$ cat config.mk
export PLATFORM = sky130hd
export DESIGN_NAME = fetch_unit
export DESIGN_NICKNAME = d
export VERILOG_FILES = /design/src/rtl/fetch_unit.sv
export SDC_FILE = /design/constraint.sdc
export NUM_CORES = 1
export LEC_CHECK = 0
export CORE_ASPECT_RATIO = 0.75
export CORE_MARGIN = 1.5
export CORE_UTILIZATION = 35
export CTS_BUF_LIST = sky130_fd_sc_hd__clkbuf_2
export DETAILED_ROUTE_END_ITERATION = 12
export GPL_TIMING_DRIVEN = 0
export SYNTH_ARGS = -nofsm -noshare
export SYNTH_HDL_FRONTEND = slang
export SYNTH_SLANG_ARGS = --single-unit
$ cat constraint.sdc
create_clock -name Clk_Core -period 5.1 [get_ports Clk_Core]
set_input_delay 0.765 -clock Clk_Core [delete_from_list [all_inputs] [get_ports Clk_Core]]
set_output_delay 0.765 -clock Clk_Core [all_outputs]
set_load 0.005 [all_outputs]
$ cat src/rtl/fetch_unit.sv
// Instruction fetch unit: in-order prefetch into a small FIFO with redirect flush.
// Optional perf counters are enabled by defining FETCH_PERF_CNT_EN.
module fetch_unit #(
    parameter int unsigned       DWIDTH     = 32,
    parameter int unsigned       FIFO_DEPTH = 4,
    parameter logic [DWIDTH-1:0] RESET_PC   = DWIDTH'(32'h0000_0000)
) (
    input  logic              Clk_Core,
    input  logic              Rst_Core,
    output logic              Imem_Req,
    output logic [DWIDTH-1:0] Imem_Addr,
    input  logic              Imem_Gnt,
    input  logic              Imem_Rvalid,
    input  logic [31:0]       Imem_Rdata,
    output logic              Instr_Valid,
    output logic [31:0]       Instr,
    output logic [DWIDTH-1:0] Instr_Pc,
    input  logic              Instr_Ready,
    input  logic              Redirect_Valid,
    input  logic [DWIDTH-1:0] Redirect_Pc
`ifdef FETCH_PERF_CNT_EN
    ,
    output logic [31:0]       Perf_Fetched,
    output logic [31:0]       Perf_Stall,
    output logic [31:0]       Perf_Flush
`endif
);

    localparam int unsigned AW = $clog2(FIFO_DEPTH);
    localparam int unsigned CW = AW + 1;

    typedef enum logic {FETCH, FLUSH} state_t;

    state_t            state;
    logic [DWIDTH-1:0] fetch_pc;
    logic [DWIDTH-1:0] rsp_pc;
    logic [CW-1:0]     outstanding;
    logic [CW-1:0]     stale;
    logic [CW-1:0]     fifo_count;
    logic [AW-1:0]     rd_ptr;
    logic [AW-1:0]     wr_ptr;
    logic [31:0]       mem_instr [FIFO_DEPTH];
    logic [DWIDTH-1:0] mem_pc    [FIFO_DEPTH];

    logic [CW:0]       occupancy;
    logic [CW-1:0]     in_flight;
    logic [CW-1:0]     stale_next;
    logic [DWIDTH-1:0] redirect_target;
    logic              fifo_valid;
    logic              accept;
    logic              rsp_live;
    logic              push;
    logic              pop;

    // Requests are throttled so every in-flight response is guaranteed a FIFO slot.
    assign occupancy       = (CW+1)'(outstanding) + (CW+1)'(fifo_count);
    assign Imem_Req        = !Rst_Core && (state == FETCH) && !Redirect_Valid
                             && (occupancy < (CW+1)'(FIFO_DEPTH));
    assign Imem_Addr       = Rst_Core ? RESET_PC : fetch_pc;
    assign accept          = Imem_Req && Imem_Gnt;

    assign fifo_valid      = !Rst_Core && (fifo_count != '0);
    assign Instr_Valid     = fifo_valid;
    assign Instr           = fifo_valid ? mem_instr[rd_ptr] : '0;
    assign Instr_Pc        = fifo_valid ? mem_pc[rd_ptr] : '0;

    // Only one of outstanding/stale is ever non-zero, so their sum is the in-flight count.
    assign in_flight       = outstanding + stale;
    assign rsp_live        = Imem_Rvalid && (in_flight != '0);
    assign push            = rsp_live && (state == FETCH) && !Redirect_Valid;
    assign pop             = fifo_valid && Instr_Ready && !Redirect_Valid;
    assign stale_next      = in_flight + CW'(accept) - CW'(rsp_live);
    assign redirect_target = Redirect_Pc & ~DWIDTH'(3);

    // Control state, fetch/response PCs, counters and FIFO pointers.
    always_ff @(posedge Clk_Core) begin
        if (Rst_Core) begin
            state       <= FETCH;
            fetch_pc    <= RESET_PC;
            rsp_pc      <= RESET_PC;
            outstanding <= '0;
            stale       <= '0;
            fifo_count  <= '0;
            rd_ptr      <= '0;
            wr_ptr      <= '0;
        end else if (Redirect_Valid) begin
            fetch_pc    <= redirect_target;
            rsp_pc      <= redirect_target;
            outstanding <= '0;
            stale       <= stale_next;
            fifo_count  <= '0;
            rd_ptr      <= '0;
            wr_ptr      <= '0;
            state       <= (stale_next == '0) ? FETCH : FLUSH;
        end else begin
            case (state)
                FETCH: begin
                    if (accept) fetch_pc <= fetch_pc + DWIDTH'(4);
                    if (push) begin
                        rsp_pc <= rsp_pc + DWIDTH'(4);
                        wr_ptr <= wr_ptr + AW'(1);
                    end
                    if (pop) rd_ptr <= rd_ptr + AW'(1);
                    outstanding <= outstanding + CW'(accept) - CW'(rsp_live);
                    fifo_count  <= fifo_count + CW'(push) - CW'(pop);
                end
                FLUSH: begin
                    if (rsp_live) begin
                        stale <= stale - CW'(1);
                        if (stale == CW'(1)) state <= FETCH;
                    end
                end
            endcase
        end
    end

    // FIFO storage needs no reset; validity is tracked by fifo_count.
    always_ff @(posedge Clk_Core) begin
        if (!Rst_Core && push) begin
            mem_instr[wr_ptr] <= Imem_Rdata;
            mem_pc[wr_ptr]    <= rsp_pc;
        end
    end

`ifdef FETCH_PERF_CNT_EN
    always_ff @(posedge Clk_Core) begin
        if (Rst_Core) begin
            Perf_Fetched <= '0;
            Perf_Stall   <= '0;
            Perf_Flush   <= '0;
        end else begin
            if (pop)                         Perf_Fetched <= Perf_Fetched + 32'd1;
            if (Instr_Ready && !fifo_valid) Perf_Stall   <= Perf_Stall + 32'd1;
            if (Redirect_Valid)              Perf_Flush   <= Perf_Flush + 32'd1;
        end
    end
`endif

endmodule
==> results of run 1 <==
[through the flow]
step	setup WS (ns)	hold slack (ns)	std cells	util (%)	power (mW)
2_1_floorplan	1.44	0.471	960	-	3.62
3_3_place_gp	0.0547	0.497	1641	41.2	3.91
3_5_place_dp	0.714	0.503	1645	41.5	3.92
4_1_cts	0.337	0.355	1788	43.4	5.68
5_1_grt	0.268	0.381	1789	43.4	5.91
6_report	0.712	0.521	1789	43.4	5.58
[where the power goes]
part	internal, mW	leakage (nW)	switching (mW)	total [mW]
clock network	0.674	0.553	1.04	1.71
registers	2.96	2.88	0.0955	3.06
logic	0.394	2.33	0.411	0.805
total	4.03	5.76	1.55	5.58
[layer usage]
metal,global-route usage (%),up-vias,wire length [um]
met5,0,-,7
met4,5.53,2,573
met3,4.33,52,1900
met2,24.6,258,14600
met1,21.8,4231,15200
li1,-,4140,-
[kinds of logic after synthesis]
logic type | after synthesis
flip-flops | 324
AND/OR/NAND/NOR | 264
AO/OA/AOI/OAI | 130
buffers and inverters | 108
multiplexers | 66
XOR/XNOR | 45
adder cells (fa/ha/maj) | 19
other | 1
[worst max-delay path, delay by kind of cell, from the launching register on]
kind,cells,cell delay [ns]
flops,1,0.46
buf+inv,2,1.00
simple gates,3,1.23
[area by class of cell]
cell class	count	area [um^2]	area share (%)
Buffer	54	254	1.48
Clock buffer	119	596	3.48
Multi-Input combinational cell	528	4610	26.9
Tap cell	520	651	3.80
Timing Repair Buffer	165	1720	10.0
Clock inverter	24	130	0.759
Inverter	54	203	1.18
Sequential cell	324	8970	52.3
Antenna cell	1	2.50	0.0146
[placed cells by master (no fill, tap or decap), drive strengths merged, types with 3 or more instances in the layout]
| cell type | count |
|---|---|
| a21boi | 37 |
| a21oi | 40 |
| and2 | 63 |
| and3 | 10 |
| and4 | 6 |
| buf | 24 |
| clkbuf | 153 |
| clkdlybuf4s50 | 161 |
| clkinv | 21 |
| conb | 4 |
| dfxtp | 76 |
| edfxtp | 248 |
| fa | 4 |
| ha | 15 |
| inv | 54 |
| mux2i | 4 |
| mux4 | 62 |
| nand2 | 29 |
| nand3 | 16 |
| nand4 | 19 |
| nor2 | 34 |
| nor2b | 27 |
| nor3 | 32 |
| nor3b | 4 |
| nor4 | 9 |
| o21a | 15 |
| o21ai | 6 |
| o31a | 22 |
| or2 | 3 |
| or3 | 3 |
| xnor2 | 32 |
| xor2 | 11 |
[registers in the layout, summed over array words and instances, names as in the netlist, named ones only]
signal	cells
mem_instr	128
mem_pc	120
fetch_pc	30
rsp_pc	30
fifo_count	3
outstanding	3
stale	3
rd_ptr	2
wr_ptr	2
state	1
[how the worst min path moves through the flow]
| stage | endpoint | depth (start not counted) |
|---|---|---|
| global placement | fifo_count[2] | 2 |
| finish | mem_instr[3][31] | 1 |
| detailed placement | fifo_count[2] | 2 |
| CTS | mem_instr[2][7] | 1 |
| floorplan | fetch_pc[31] | 1 |
| global route | mem_instr[3][1] | 1 |
==> results.cfg, run 1 <==
[run_status]
status = completed

[setup_path]
crit_chain = nor3_1, nor2_1, clkbuf_1, and2_1, clkdlybuf4s50_1
end_kind = output port
crit_path_end = Instr_Pc[14]
reg2regPathDepth = 15
slowest_stage = nor2_1
critical_path_required_ns = 4.34
crit_start = fifo_count[1]
startpoint_type = register
cp_slowest_stage_delay_ns = 0.91
rrSetupSlack_ns = 1.67
path_max_fanout = 10
critical_path_class = reg -> out
r2r_start = outstanding[0]
worst_ep_arrival_time_ns = 3.62
r2r-end = fifo_count[2]

[yosys]
synth_area_per_cell_um2 = 14.6
ys.flop_type = edfxtp_1
yosys.cell_types.count = 54
muxShareOfSynthArea_pct = 10.3
ys_seq_elements = 324
synthTopCellsByCount = edfxtp_1 (248), dfxtp_1 (76), and2_1 (63), mux4_2 (62), inv_1 (54)
netlist_area_um2 = 14000
synth.area.top_cells = edfxtp_1 (53%), dfxtp_1 (11%), mux4_2 (10%)
synth_top_area_share_pct = 53.2
synth.most_common_cell = edfxtp_1
async_flop_share_pct = 0
ys_seq_area_share_pct = 64.0
synth-xor-area-share_pct = 3.02
synthAdderAreaFrac_pct = 1.91
synth_top_area_cell = edfxtp_1
ys_warn_count = 0
synth_simple_gate_area_share_pct = 11.1
synth_compound_area_share_pct = 6.35
synth_top_family_by_area = simple AND/OR/NAND/NOR gates
synthCells = 957
synth_edf_count = 248

[finish]
fin_nets = 1299
final_area_um2 = 17100
syn_to_final_growth_pct = 22.4
drive_gt1_share_pct = 17.8
fillers = 3656

[sta]
final-setup-viol-count = 0
rsz0062_at_grt = no
hold_viol_final = 0
finalCritPeriodShare_pct = 86.0
tns_ns = 0
finClkSkew_ns = 0.0550
drv_slew = 0
fmax_ghz = 0.228
period_minus_slack_ns = 4.39
worst_slew_pin_slew_ns = 1.20
slew_headroom_pct = 19.6

[placement]
numPortBuffers = 161
place.detailed.hpwl_um = 21600
gp_congestion = 0.831
placed_area_um2 = 16400

[floorplanning]
initial_core_util_pct = 35.5
io_pins = 168
core-area_um2 = 39500
row_count = 63
dieArea_um2 = 41200
die_w_um = 234
die_h_um = 176

[hold_path]
min_from = Imem_Rdata[31]
hold_class = in -> reg

[power]
ir_worst_vdd_uv = 221
p_per_area_nw_per_um2 = 326
p_leak_nw = 5.76

[global_routing]
grt_max_degree = 51
grt_overflow = 0
first_global_vias = 8856
antenna_found_initial = 2
grtUsageTotal_pct = 16.0
grt_pass1_wl_um = 49800

[detailed_routing]
routedWlPerCell_um = 18.0
drcViolationCount = 0
antenna_left = 0
drtIter0Drc = 413
dr.pass1.iters = 4
routed_via_density = 4.85
via_count = 8683
wl_um = 32200

[cts]
cts_tree = built
clockBufferDepth = 3
path_clk_slew_ns = 0.10
cts.sinks = 324
cts_resized = 0
cts-root-buf = clkbuf_2
cts.htree.levels = 3
ctsHoldBuffers = 0
clk_latency_ns = 0.91
post-cts-setup-buffer-count = 0
numCtsBuffers = 83

[flow_run]
max_cap_viol_count = 0
Note: power is estimated with default switching activity, not from simulation.
==> run 2, diff against run 1 <==
- CAP_MARGIN: unset -> 0
==> results of run 2 <==
Final layout, timing and power as in run 1 (identical DEF).
==> variant 1: new RTL, config.mk and constraints of run 2 <==
The parameter `FIFO_DEPTH` goes from 4 to 8.
--- a/src/rtl/fetch_unit.sv
+++ b/src/rtl/fetch_unit.sv
@@ -2,7 +2,7 @@
 // Optional perf counters are enabled by defining FETCH_PERF_CNT_EN.
 module fetch_unit #(
     parameter int unsigned       DWIDTH     = 32,
-    parameter int unsigned       FIFO_DEPTH = 4,
+    parameter int unsigned       FIFO_DEPTH = 8,
     parameter logic [DWIDTH-1:0] RESET_PC   = DWIDTH'(32'h0000_0000)
 ) (
     input  logic              Clk_Core,
Formal check against the unedited RTL: no difference found for any inputs over 4 cycles, from zero or initial values and one cycle with Rst_Core high; that may be too few to reach the edited logic, so the function may still have changed.
==> variant 1 against run 2 <==
Clock skew grew 48 ps; final area rose by 67%; clock power up 77%; total power up 74%; sequential cell count rose by 254; area after synthesis grew 71%; worst setup slack worse by 340 ps; wire length increased by 81%; largest cell class unchanged; largest power group unchanged.
==> variant 1: results (changes against run 2) <==
status finished clean; Global Route Usage Sum 16.7% (+0.70 points); crit-path max cell delay 580 ps (-330 ps); routed len/inst 21.3 um (+18%); Inst Count DP 2,522 (+53%); EDFF count, synth 496 (+100%); Post-Place Worst Slack 359 ps (-355 ps); CP max-delay cell buf_1; comb_multi_in 740 (+40%); Via density 5.14 (+5.8%); drt pass-1 iters 6 (+2); drt initial violations 1,219 (+200%); clk pwr 0.00303 W (+77%); CP arrival 3960 ps (+340 ps); Clock Sinks 578 (+78%); GP Congestion 0.893 (+7.6%); H-tree depth 4 (+1); number of global-route vias before repair 14,500 (+63%); placed inst area 27,300 um2 (+67%); clock tree cell share of total cell area 4.36% (+0.12 points); nonclk buf count 281 (+28%); clk_buf instances 190 (+60%); post-CTS resize count 4 (+4); Multi-input gate area 7030 um2 (+53%); die area 70,100 um2 (+70%); Distinct cells, synth 66 (+22%); switching pwr 0.00265 W (+71%); invs w/o clock 39 (-28%); Final #Nets 1,878 (+45%); # port buffers 159 (-1.2%); Slew headroom 32.8% (+13 points)
-- variant 1: cell count changes after synthesis, sizes merged, moves of 15 or more --
| cell | run 2 | this run |
|---|---|---|
| mux4 | 62 | 124 |
| mux2i | 4 | 68 |
| nand2 | 29 | 53 |
| nor2 | 34 | 118 |
| a21boi | 37 | 19 |
| clkbuf | 34 | 49 |
| inv | 54 | 39 |
| edfxtp | 248 | 496 |
| o31a | 22 | 3 |
| and2 | 63 | 8 |
-- variant 1: logic make-up after synthesis --
kind of cell | count (synthesis) | synth area share (%)
buffers and inverters | 120 | 2.05
XOR/XNOR | 53 | 1.94
multiplexers | 192 | 14.5
AND/OR/NAND/NOR | 334 | 7.43
other | 1 | 0.0156
flip-flops | 578 | 68.9
adder cells (fa/ha/maj) | 28 | 1.59
AO/OA/AOI/OAI | 129 | 3.56
-- variant 1: critical path: cells and delay by family (launching register included) --
kind                   cells  cell delay, ps
muxes                      2             570
and+or+nand+nor            1              90
buffers and inverters      4            1910
DFF                        1             330
-- variant 1: path summary, 6_finish.rpt --
path                              start                          to  slack [ps]  depth (start not counted)
min                      Redirect_Valid     rsp_pc[30]$_SDFFE_PP0P_         150                          3
max                            register                    Instr[5]         370                          7
max reg2reg       stale[0]$_SDFFE_PP0P_  mem_instr[2][10]$_DFFE_PP_         900                         13
min reg2reg  fifo_count[3]$_SDFFE_PP0N_  fifo_count[3]$_SDFFE_PP0N_         500                          2
-- variant 1: routing by layer --
metal	share of wire [%]	global-route usage [%]	routed length, um	vias to the layer above
met1	44	23.2	25900	7105
li1	-	-	-	6368
met3	7.8	4.43	4550	72
met5	0	0	0	-
met2	47	26.2	27400	587
met4	1.1	3.90	642	0
==> variant 2: new RTL, config.mk and constraints of run 2 <==
Made on the original files. The option `FETCH_PERF_CNT_EN` is turned on by a define.
--- a/src/rtl/fetch_unit.sv
+++ b/src/rtl/fetch_unit.sv
@@ -1,5 +1,7 @@
 // Instruction fetch unit: in-order prefetch into a small FIFO with redirect flush.
 // Optional perf counters are enabled by defining FETCH_PERF_CNT_EN.
+`define FETCH_PERF_CNT_EN
+
 module fetch_unit #(
     parameter int unsigned       DWIDTH     = 32,
     parameter int unsigned       FIFO_DEPTH = 4,
Formal check against the unedited RTL (old outputs only; new: Perf_Fetched, Perf_Flush and Perf_Stall): same outputs for any inputs over 4 cycles, from zero or initial values and one cycle with Rst_Core high; that may be too few to reach the edited logic, so the function may still have changed.
==> variant 2 against run 2 <==
Wire length grew 55%; worst setup slack lost 290 ps; area after synthesis grew 30%; sequential cell count up 96; critical path depth did not move; non-clock buffer count up 116; largest cell class unchanged; final area rose by 33%; total power is 24% higher; die area is 30% higher; hold slack got worse by 210 ps; sequential power grew 25%.
==> variant 2: results (changes against run 2) <==
EDFF count, synth 248 (unchanged); routed len/inst 19.2 um (+6.6%); HPWL Detailed 34,900 um (+62%); worst skew pair latency 1130 ps (+220 ps); layout cells sized above 1 13.4% (-4.4 points); Distinct cells, synth 61 (+13%); R2R cell count 15 (unchanged); crit-path max cell delay 750 ps (-160 ps); drt initial violations 1,024 (+150%); Worst Clk Skew 114 ps (+59.4 ps); CP max-delay cell buf_1; Clock transition at path regs 120 ps (+20 ps); largest net degree at the start of global routing 38 (-25%); peak supply drop 0.147 mV (-34%); Commonest cells post-synth edfxtp_1, dfxtp_1, nor2_1; first-pass GRT wire length 76,300 um (+53%); Post-synth ARST share 0% (unchanged); Yosys warnings 0 (unchanged); Regs by FF count mem_instr (128), mem_pc (120); GP Congestion 0.909 (+9.4%); synth top area cells edfxtp_1, dfxtp_1, mux4_2; status finished clean; CP arrival 3910 ps (+290 ps); H-tree depth 3 (unchanged); initial antenna violation count 3 (+1); hold crit path type primary input to register; root buf cell clkbuf_2; placed inst area 21,800 um2 (+33%); number of global-route vias before repair 12,900 (+45%); Worst-Margin Slew 1000 ps (-201 ps); leakage power 7.36 nW (+28%); Global Route Usage Sum 18.6% (+2.6 points); CTS Buf Count 101 (+22%); # port buffers 256 (+59%); sequential-to-total area share from yosys stat 59.7% (-4.4 points); drt pass-1 iters 5 (+1); Hold Path Depth 1 (unchanged); crit path max fanout 10 (unchanged); Via density 5.07 (+4.6%); Final #Nets 1,912 (+47%); Bufs on Longest Clock Path 3 (unchanged)
variant 2: cell families after synthesis:
| logic type | Yosys count | synth area share [%] |
|---|---|---|
| multiplexers | 67 | 7.93 |
| AND/OR/NAND/NOR | 542 | 16.1 |
| flip-flops | 420 | 59.7 |
| buffers and inverters | 109 | 2.39 |
| AO/OA/AOI/OAI | 171 | 6.22 |
| XOR/XNOR | 121 | 5.97 |
| adder cells (fa/ha/maj) | 22 | 1.67 |
| other | 1 | 0.0206 |
variant 2: report_power, final:
part | switching, W | leakage, nW | total (W) | internal (W)
Sequential | 0.000112 | 3.65 | 0.00383 | 0.00372
Combinational | 0.000448 | 3.00 | 0.000820 | 0.000373
Clock | 0.00139 | 0.709 | 0.00224 | 0.000853
Total | 0.00195 | 7.36 | 0.00689 | 0.00494
variant 2: worst paths after layout:
kind,start,endpoint,slack [ps]
worst max-delay path,register,Instr[12],430
worst min-delay path,Imem_Rdata[16],mem_instr[1][16]$_DFFE_PP_,310
worst max register to register,stale[0]$_SDFFE_PP0P_,fifo_count[2]$_SDFFE_PP0N_,1290
worst min register to register,Perf_Stall[31]$_SDFFE_PP0P_,Perf_Stall[31]$_SDFFE_PP0P_,500
variant 2: final cells by class:
cell class / count / area [um2]
diodes: 4 / 10.0
plain buffers: 74 / 307
clock buffers: 152 / 761
clock inverters: 29 / 158
fillers: 4887 / 28800
inverters: 35 / 131
multi-input cells: 927 / 6950
flip-flops and latches: 420 / 10900
well taps: 703 / 880
repair buffers: 261 / 2680
variant 2: critical path: cells and delay by family, from the launching register on:
kind                   cells  cell delay, ps
DFF                        1             310
and+or+nand+nor            1             190
muxes                      1             610
buffers and inverters      3            1760
variant 2: through the flow:
stage                     power (W)  std cells  setup TNS (ps)  hold slack [ps]  setup slack (ps)
after floorplan             0.00437       1456               0              468              1450
after global placement      0.00470       2415         -159560              466              -669
after detailed placement    0.00473       2419               0              475               644
after CTS                   0.00699       2601               0              141              74.0
after global routing        0.00723       2605           -9.40              135             -6.41
final                       0.00689       2605               0              306               427
variant 2: routing by layer:
metal / vias up / global-route usage [%] / wire, um
met5: - / 0 / 13
met4: 2 / 5.54 / 1040
met3: 88 / 4.71 / 3670
met2: 498 / 27.6 / 22100
met1: 6433 / 26.8 / 23300
li1: 6199 / - / -
variant 2: timing repair:
action | CTS | global route
hold endpoints to repair | 2 | 0
hold buffers | 1 | 0
gates resized for setup | 0 | 4
setup buffers | 0 | 0
setup endpoints to repair | 0 | 6
